<file path="src/rtl/i2s_receiver.sv">
// i2s_receiver: captures 16-bit left/right I2S samples from an asynchronous
// bit clock and presents them as one 32-bit word {left, right}.
//
// Optional feature macro: I2S_RECEIVER_OVERRUN_COUNT_EN
//   defined   -> overrun_count is a saturating 8-bit count of overrun pulses
//   undefined -> overrun_count is tied to 0 and no counter register exists
//
// Output handshake: out_valid=1 means out_data holds a word nobody has taken
// yet; the word is consumed on a rising in_clk edge where out_valid=1 and
// out_ready=1. A new word that arrives while the old one is still unconsumed
// replaces it and raises overrun for one cycle; a new word arriving on the
// consuming edge simply takes the old one's place.
module i2s_receiver #(
    parameter int SYNC_STAGES = 2
) (
    input  logic        in_clk,
    input  logic        reset,
    input  logic        rx_enable,
    input  logic        bck,
    input  logic        lrck,
    input  logic        sdin,
    output logic [31:0] out_data,
    output logic        out_valid,
    input  logic        out_ready,
    output logic        overrun,
    output logic        framing_err,
    output logic [7:0]  overrun_count
);

    // Synchronizer chains; the last stage is the only copy the logic sees.
    logic [SYNC_STAGES-1:0] bck_sync;
    logic [SYNC_STAGES-1:0] lrck_sync;
    logic [SYNC_STAGES-1:0] sdin_sync;
    logic                   bck_s;
    logic                   lrck_s;
    logic                   sdin_s;
    logic                   bck_prev;
    logic                   bck_rise;

    // Capture state.
    logic        lr_prev;        // lrck seen at the previous bck rise
    logic        lr_prev_valid;  // lr_prev holds a real sample
    logic        locked;         // an lrck change has been observed
    logic        channel;        // 0 = left, 1 = right
    logic [4:0]  bit_cnt;        // data bits captured in this channel (0..16)
    logic        left_ok;        // a full left sample is waiting for its right
    logic [15:0] left_sr;
    logic [15:0] right_sr;

    logic        lr_prev_n;
    logic        lr_prev_valid_n;
    logic        locked_n;
    logic        channel_n;
    logic [4:0]  bit_cnt_n;
    logic        left_ok_n;
    logic [15:0] left_sr_n;
    logic [15:0] right_sr_n;
    logic        word_load;
    logic        fe_set;
    logic        overrun_set;
    logic [31:0] word;

    // Bring the three I2S lines into the in_clk domain.
    always_ff @(posedge in_clk or posedge reset) begin
        if (reset) begin
            bck_sync  <= '0;
            lrck_sync <= '0;
            sdin_sync <= '0;
            bck_prev  <= 1'b0;
        end else begin
            bck_sync  <= {bck_sync[SYNC_STAGES-2:0], bck};
            lrck_sync <= {lrck_sync[SYNC_STAGES-2:0], lrck};
            sdin_sync <= {sdin_sync[SYNC_STAGES-2:0], sdin};
            bck_prev  <= bck_s;
        end
    end

    assign bck_s    = bck_sync[SYNC_STAGES-1];
    assign lrck_s   = lrck_sync[SYNC_STAGES-1];
    assign sdin_s   = sdin_sync[SYNC_STAGES-1];
    assign bck_rise = bck_s & ~bck_prev;

    // Next capture state: an lrck change closes the old channel (its bit is
    // the old channel's last, one-bit I2S delay), then 16 bits shift in and
    // any padding after that is ignored.
    always_comb begin
        lr_prev_n       = lr_prev;
        lr_prev_valid_n = lr_prev_valid;
        locked_n        = locked;
        channel_n       = channel;
        bit_cnt_n       = bit_cnt;
        left_ok_n       = left_ok;
        left_sr_n       = left_sr;
        right_sr_n      = right_sr;
        word_load       = 1'b0;
        fe_set          = 1'b0;

        if (!rx_enable) begin
            lr_prev_valid_n = 1'b0;
            locked_n        = 1'b0;
            bit_cnt_n       = 5'd0;
            left_ok_n       = 1'b0;
        end else if (bck_rise) begin
            lr_prev_n       = lrck_s;
            lr_prev_valid_n = 1'b1;
            if (lr_prev_valid && (lrck_s != lr_prev)) begin
                // bit_cnt is only nonzero once locked, so start-up never errors
                if ((bit_cnt != 5'd0) && (bit_cnt < 5'd16)) begin
                    fe_set = 1'b1;
                    if (!channel) begin
                        left_ok_n = 1'b0;
                    end
                end
                locked_n  = 1'b1;
                channel_n = lrck_s;
                bit_cnt_n = 5'd0;
                if (!lrck_s) begin
                    left_ok_n = 1'b0;
                end
            end else if (locked && (bit_cnt < 5'd16)) begin
                bit_cnt_n = bit_cnt + 5'd1;
                if (!channel) begin
                    left_sr_n = {left_sr[14:0], sdin_s};
                    if (bit_cnt == 5'd15) begin
                        left_ok_n = 1'b1;
                    end
                end else begin
                    right_sr_n = {right_sr[14:0], sdin_s};
                    if ((bit_cnt == 5'd15) && left_ok) begin
                        word_load = 1'b1;
                    end
                end
            end
        end
    end

    assign word        = {left_sr, right_sr[14:0], sdin_s};
    assign overrun_set = word_load & out_valid & ~out_ready;

    // Capture state register.
    always_ff @(posedge in_clk or posedge reset) begin
        if (reset) begin
            lr_prev       <= 1'b0;
            lr_prev_valid <= 1'b0;
            locked        <= 1'b0;
            channel       <= 1'b0;
            bit_cnt       <= 5'd0;
            left_ok       <= 1'b0;
            left_sr       <= 16'd0;
            right_sr      <= 16'd0;
        end else begin
            lr_prev       <= lr_prev_n;
            lr_prev_valid <= lr_prev_valid_n;
            locked        <= locked_n;
            channel       <= channel_n;
            bit_cnt       <= bit_cnt_n;
            left_ok       <= left_ok_n;
            left_sr       <= left_sr_n;
            right_sr      <= right_sr_n;
        end
    end

    // Output word register, valid flag and one-cycle status pulses.
    always_ff @(posedge in_clk or posedge reset) begin
        if (reset) begin
            out_data    <= 32'd0;
            out_valid   <= 1'b0;
            overrun     <= 1'b0;
            framing_err <= 1'b0;
        end else begin
            if (word_load) begin
                out_data  <= word;
                out_valid <= 1'b1;
            end else if (out_valid && out_ready) begin
                out_valid <= 1'b0;
            end
            overrun     <= overrun_set;
            framing_err <= fe_set;
        end
    end

`ifdef I2S_RECEIVER_OVERRUN_COUNT_EN
    logic [7:0] ovr_cnt;

    // Saturating overrun counter, cleared only by reset.
    always_ff @(posedge in_clk or posedge reset) begin
        if (reset) begin
            ovr_cnt <= 8'd0;
        end else if (overrun_set && (ovr_cnt != 8'hFF)) begin
            ovr_cnt <= ovr_cnt + 8'd1;
        end
    end

    assign overrun_count = ovr_cnt;
`else
    assign overrun_count = 8'd0;
`endif

endmodule

</file>
<file path="config.mk">
export PLATFORM = sky130hd
export DESIGN_NAME = i2s_receiver
export DESIGN_NICKNAME = d
export VERILOG_FILES = /design/src/rtl/i2s_receiver.sv
export SDC_FILE = /design/constraint.sdc
export NUM_CORES = 1
export LEC_CHECK = 0
export CAP_MARGIN = 20
export CORE_MARGIN = 1.5
export CORE_UTILIZATION = 50
export CTS_BUF_LIST = sky130_fd_sc_hd__clkbuf_2
export DETAILED_ROUTE_END_ITERATION = 8
export DONT_BUFFER_PORTS = 1
export HOLD_SLACK_MARGIN = 0.05
export PLACE_DENSITY = 0.66
export SLEW_MARGIN = 5
export SYNTH_ARGS = -nofsm -noshare
export SYNTH_HDL_FRONTEND = slang
export SYNTH_SLANG_ARGS = --single-unit
export TNS_END_PERCENT = 5
</file>
<file path="constraint.sdc">
create_clock -name in_clk -period 3 [get_ports in_clk]
set_clock_uncertainty 0.2 [all_clocks]
set_input_delay 0.45 -clock in_clk [delete_from_list [all_inputs] [get_ports in_clk]]
set_output_delay 0.45 -clock in_clk [all_outputs]
set_load 0.005 [all_outputs]
</file>
==> metrics.cfg <==
[run_status]
status=completed

[timing]
relSlewSlack=0.4851
worstMarginPinSlew_ns=0.7654
max_clock_freq_mhz=423.6
fin_crit_sh=0.7869
fin_setup_tns_ns=0
slew_viol_final=0
period_minus_slack_ns=2.361
hold_ws_ns=0.1634
rsz0062_at_grt=no
setup_violations=0
hold_viol_final=0

[critical_path]
cpMostUsedCell=ha_1
r2r_start=bit_cnt[0]$_DFFE_PP0P_
crit_path_max_fanout=34
setup.worst_path.start_class=register
crit_family=simple AND/OR/NAND/NOR gates
criticalPathCategory=reg2reg
reg2reg_to=out_data[29]$_DFFE_PP0P_
critPathRequiredTime_ns=3.21
reg2reg_slack_ns=0.64
slowest_delay_ns=0.66
cp_data_arrival_time_ns=2.57
worstSetupEndpointType=register
cp_slowest_cell=and4_4
cp_num_buf_inv=0
path_cells=ha_1, and3_1, ha_1, and4_4, mux2_2
reg2regPathDepth=5

[detailed_routing]
finalWirelength_um=5255
drc=0
num_vias=1678
ant_nets=0
wire_per_inst_um=15.83
drt_iter0_markers=41
drt_pass1_iterations=4
viasPerCell=5.054

[floorplan]
die-area_mm2=0.007583
start_util=0.5174
fp.dieH_um=87.08
num_rows=30
coreArea_mm2=0.006832
die-width_um=87.08
ios=50

[clock_network]
clk_pin_slew_worst_paths_ns=0.21
clock_path_buffers=2
cts_tree=done
insertion_delay_ns=0.51
post-cts-setup-buffer-count=0
cts_buffers=9
cts_root_buf=clkbuf_2
htreeDepth=3
clkSinkCount=83

[place]
port_buffers=0
gp_congestion=0.8434
dp_hpwl_um=3350
detailed_place.area_mm2=0.003538

[hold_path]
hp-start=bck_sync[0]$_DFF_PP0_
min_path_type=reg2reg
min_to=bck_sync[1]$_DFF_PP0_
min_path_cells=0

[power]
total_power_mw=1.777
p_leak_nw=1.777
p_per_area_mw_per_mm2=479.9
vdd_drop_max_uv=261.7
internal_power_mw=1.347
seqPwrFrac=0.650
p_comb_frac=0.038
p_sw_mw=0.4294
switching_share=0.2417
clkPwrFrac=0.312

[finish]
drive_above_1_share=0.3729
design_area_mm2=0.003702
layout.nets=242
num_antenna_cells=0
area_growth_pct=4.743

[logic_synthesis]
yosysSeqAreaShare=0.5876
synth_cell_types=36
synth_area_mm2=0.003535
syn-mean-instance-area_um2=16.07
yosys_warnings=0
yosys.area.top_type=dfrtp_1
yosys.area.top_type_share=0.5876
ys.flop_type=dfrtp_1
ys_top_cells_by_count=dfrtp_1, mux2_4, mux2_2, buf_4, inv_1
yosysMostFrequentCell=dfrtp_1
synthArstFlopShare=1.000
syn_inst=220
synth_edf_count=0
ys_ff_latch=83
ys_top_cells_by_area=dfrtp_1, mux2_4, mux2_2

[global_route]
grt_pass1_vias=1793
grt_first_pass_wirelength_um=9183
track_usage=0.1605
overflow=0
grt_antenna_before_repair=0
grt_max_degree=39

[job]
maxCapViolCount=0

-- how the worst max path moves through the flow --
stage / cells after the start / startpoint / endpoint
6_report: 5 / bit_cnt[0]$_DFFE_PP0P_ / out_data[29]$_DFFE_PP0P_
5_1_grt: 4 / bit_cnt[4]$_DFFE_PP0P_ / out_data[29]$_DFFE_PP0P_
4_1_cts: 5 / bit_cnt[0]$_DFFE_PP0P_ / out_data[27]$_DFFE_PP0P_
3_5_place_dp: 5 / bit_cnt[0]$_DFFE_PP0P_ / out_data[29]$_DFFE_PP0P_
3_3_place_gp: 5 / bit_cnt[0]$_DFFE_PP0P_ / out_data[30]$_DFFE_PP0P_
2_1_floorplan: 1 / reset / bck_prev$_DFF_PP0_
-- area by class of cell --
type	count	area, µm²
inverters	8	31.28
flip-flops and latches	83	2077
clock inverters	5	53.80
repair buffers	10	90.09
well taps	96	120.1
multi-input cells	120	1280
fillers	593	3129
clock buffers	10	50.05
-- repair_timing --
item | 4_1_cts | 5_1_grt
endpoints found under the hold margin | 50 | 0
resized for setup | 0 | 0
hold buffers | 6 | 0
-- logic make-up (layout without fill, tap and decap cells) --
group,after synthesis,after routing,share of synthesized area
adder cells (fa/ha/maj),3,3,0.01062
AO/OA/AOI/OAI,22,22,0.04885
AND/OR/NAND/NOR,20,20,0.03611
buffers and inverters,24,33,0.05770
other,1,8,0.001061
XOR/XNOR,1,1,0.007789
multiplexers,66,66,0.2503
flip-flops,83,83,0.5876
-- registers in the layout, indices dropped and copies added (netlist names), 2 cells and up --
register   flops
bit_cnt        5
bck_sync       2
sdin_sync      2
left_sr       16
right_sr      15
lrck_sync      2
out_data      32
-- power by group through the flow --
stage	logic, mW	registers [mW]	clock network, mW
after detailed placement	0.0619	1.18	0
final	0.0674	1.15	0.554
after floorplan	0.0590	1.17	0
after CTS	0.0698	1.16	0.581
after global placement	0.0609	1.17	0
after global routing	0.0778	1.16	0.635
-- cell usage in the layout, fill, tap and decap left out, types with 2 or more instances in the layout --
cell type,count
dfrtp_1,83
mux2_4,38
mux2_2,27
clkbuf_2,10
conb_1,8
inv_1,7
dlygate4sd3_1,6
a21boi_0,4
nor2b_1,4
o21ai_0,4
buf_4,4
and3_1,3
a21oi_1,3
ha_1,3
nor2_1,2
nand2_1,2
a2111oi_0,2
a211oi_1,2
o21a_1,2
or3_1,2
clkinv_1,2
-- metrics by stage --
step | worst slack, ns | instances | util
floorplan | 0.2132 | 227 | -
global placement | 0.7171 | 311 | 0.5179
detailed placement | 0.6551 | 311 | 0.5179
CTS | 0.6111 | 332 | 0.5419
global route | 0.4972 | 332 | 0.5419
finish | 0.6394 | 332 | 0.5419
-- metal layers --
layer  track usage  vias up  wire [µm]
met3       0.05498       12        282
met2        0.2276       41       2298
met1        0.2156      847       2542
met4       0.08798        0        131
met5             0        -          0
li1              -      778          -
Note: power is estimated with default switching activity, not from simulation.
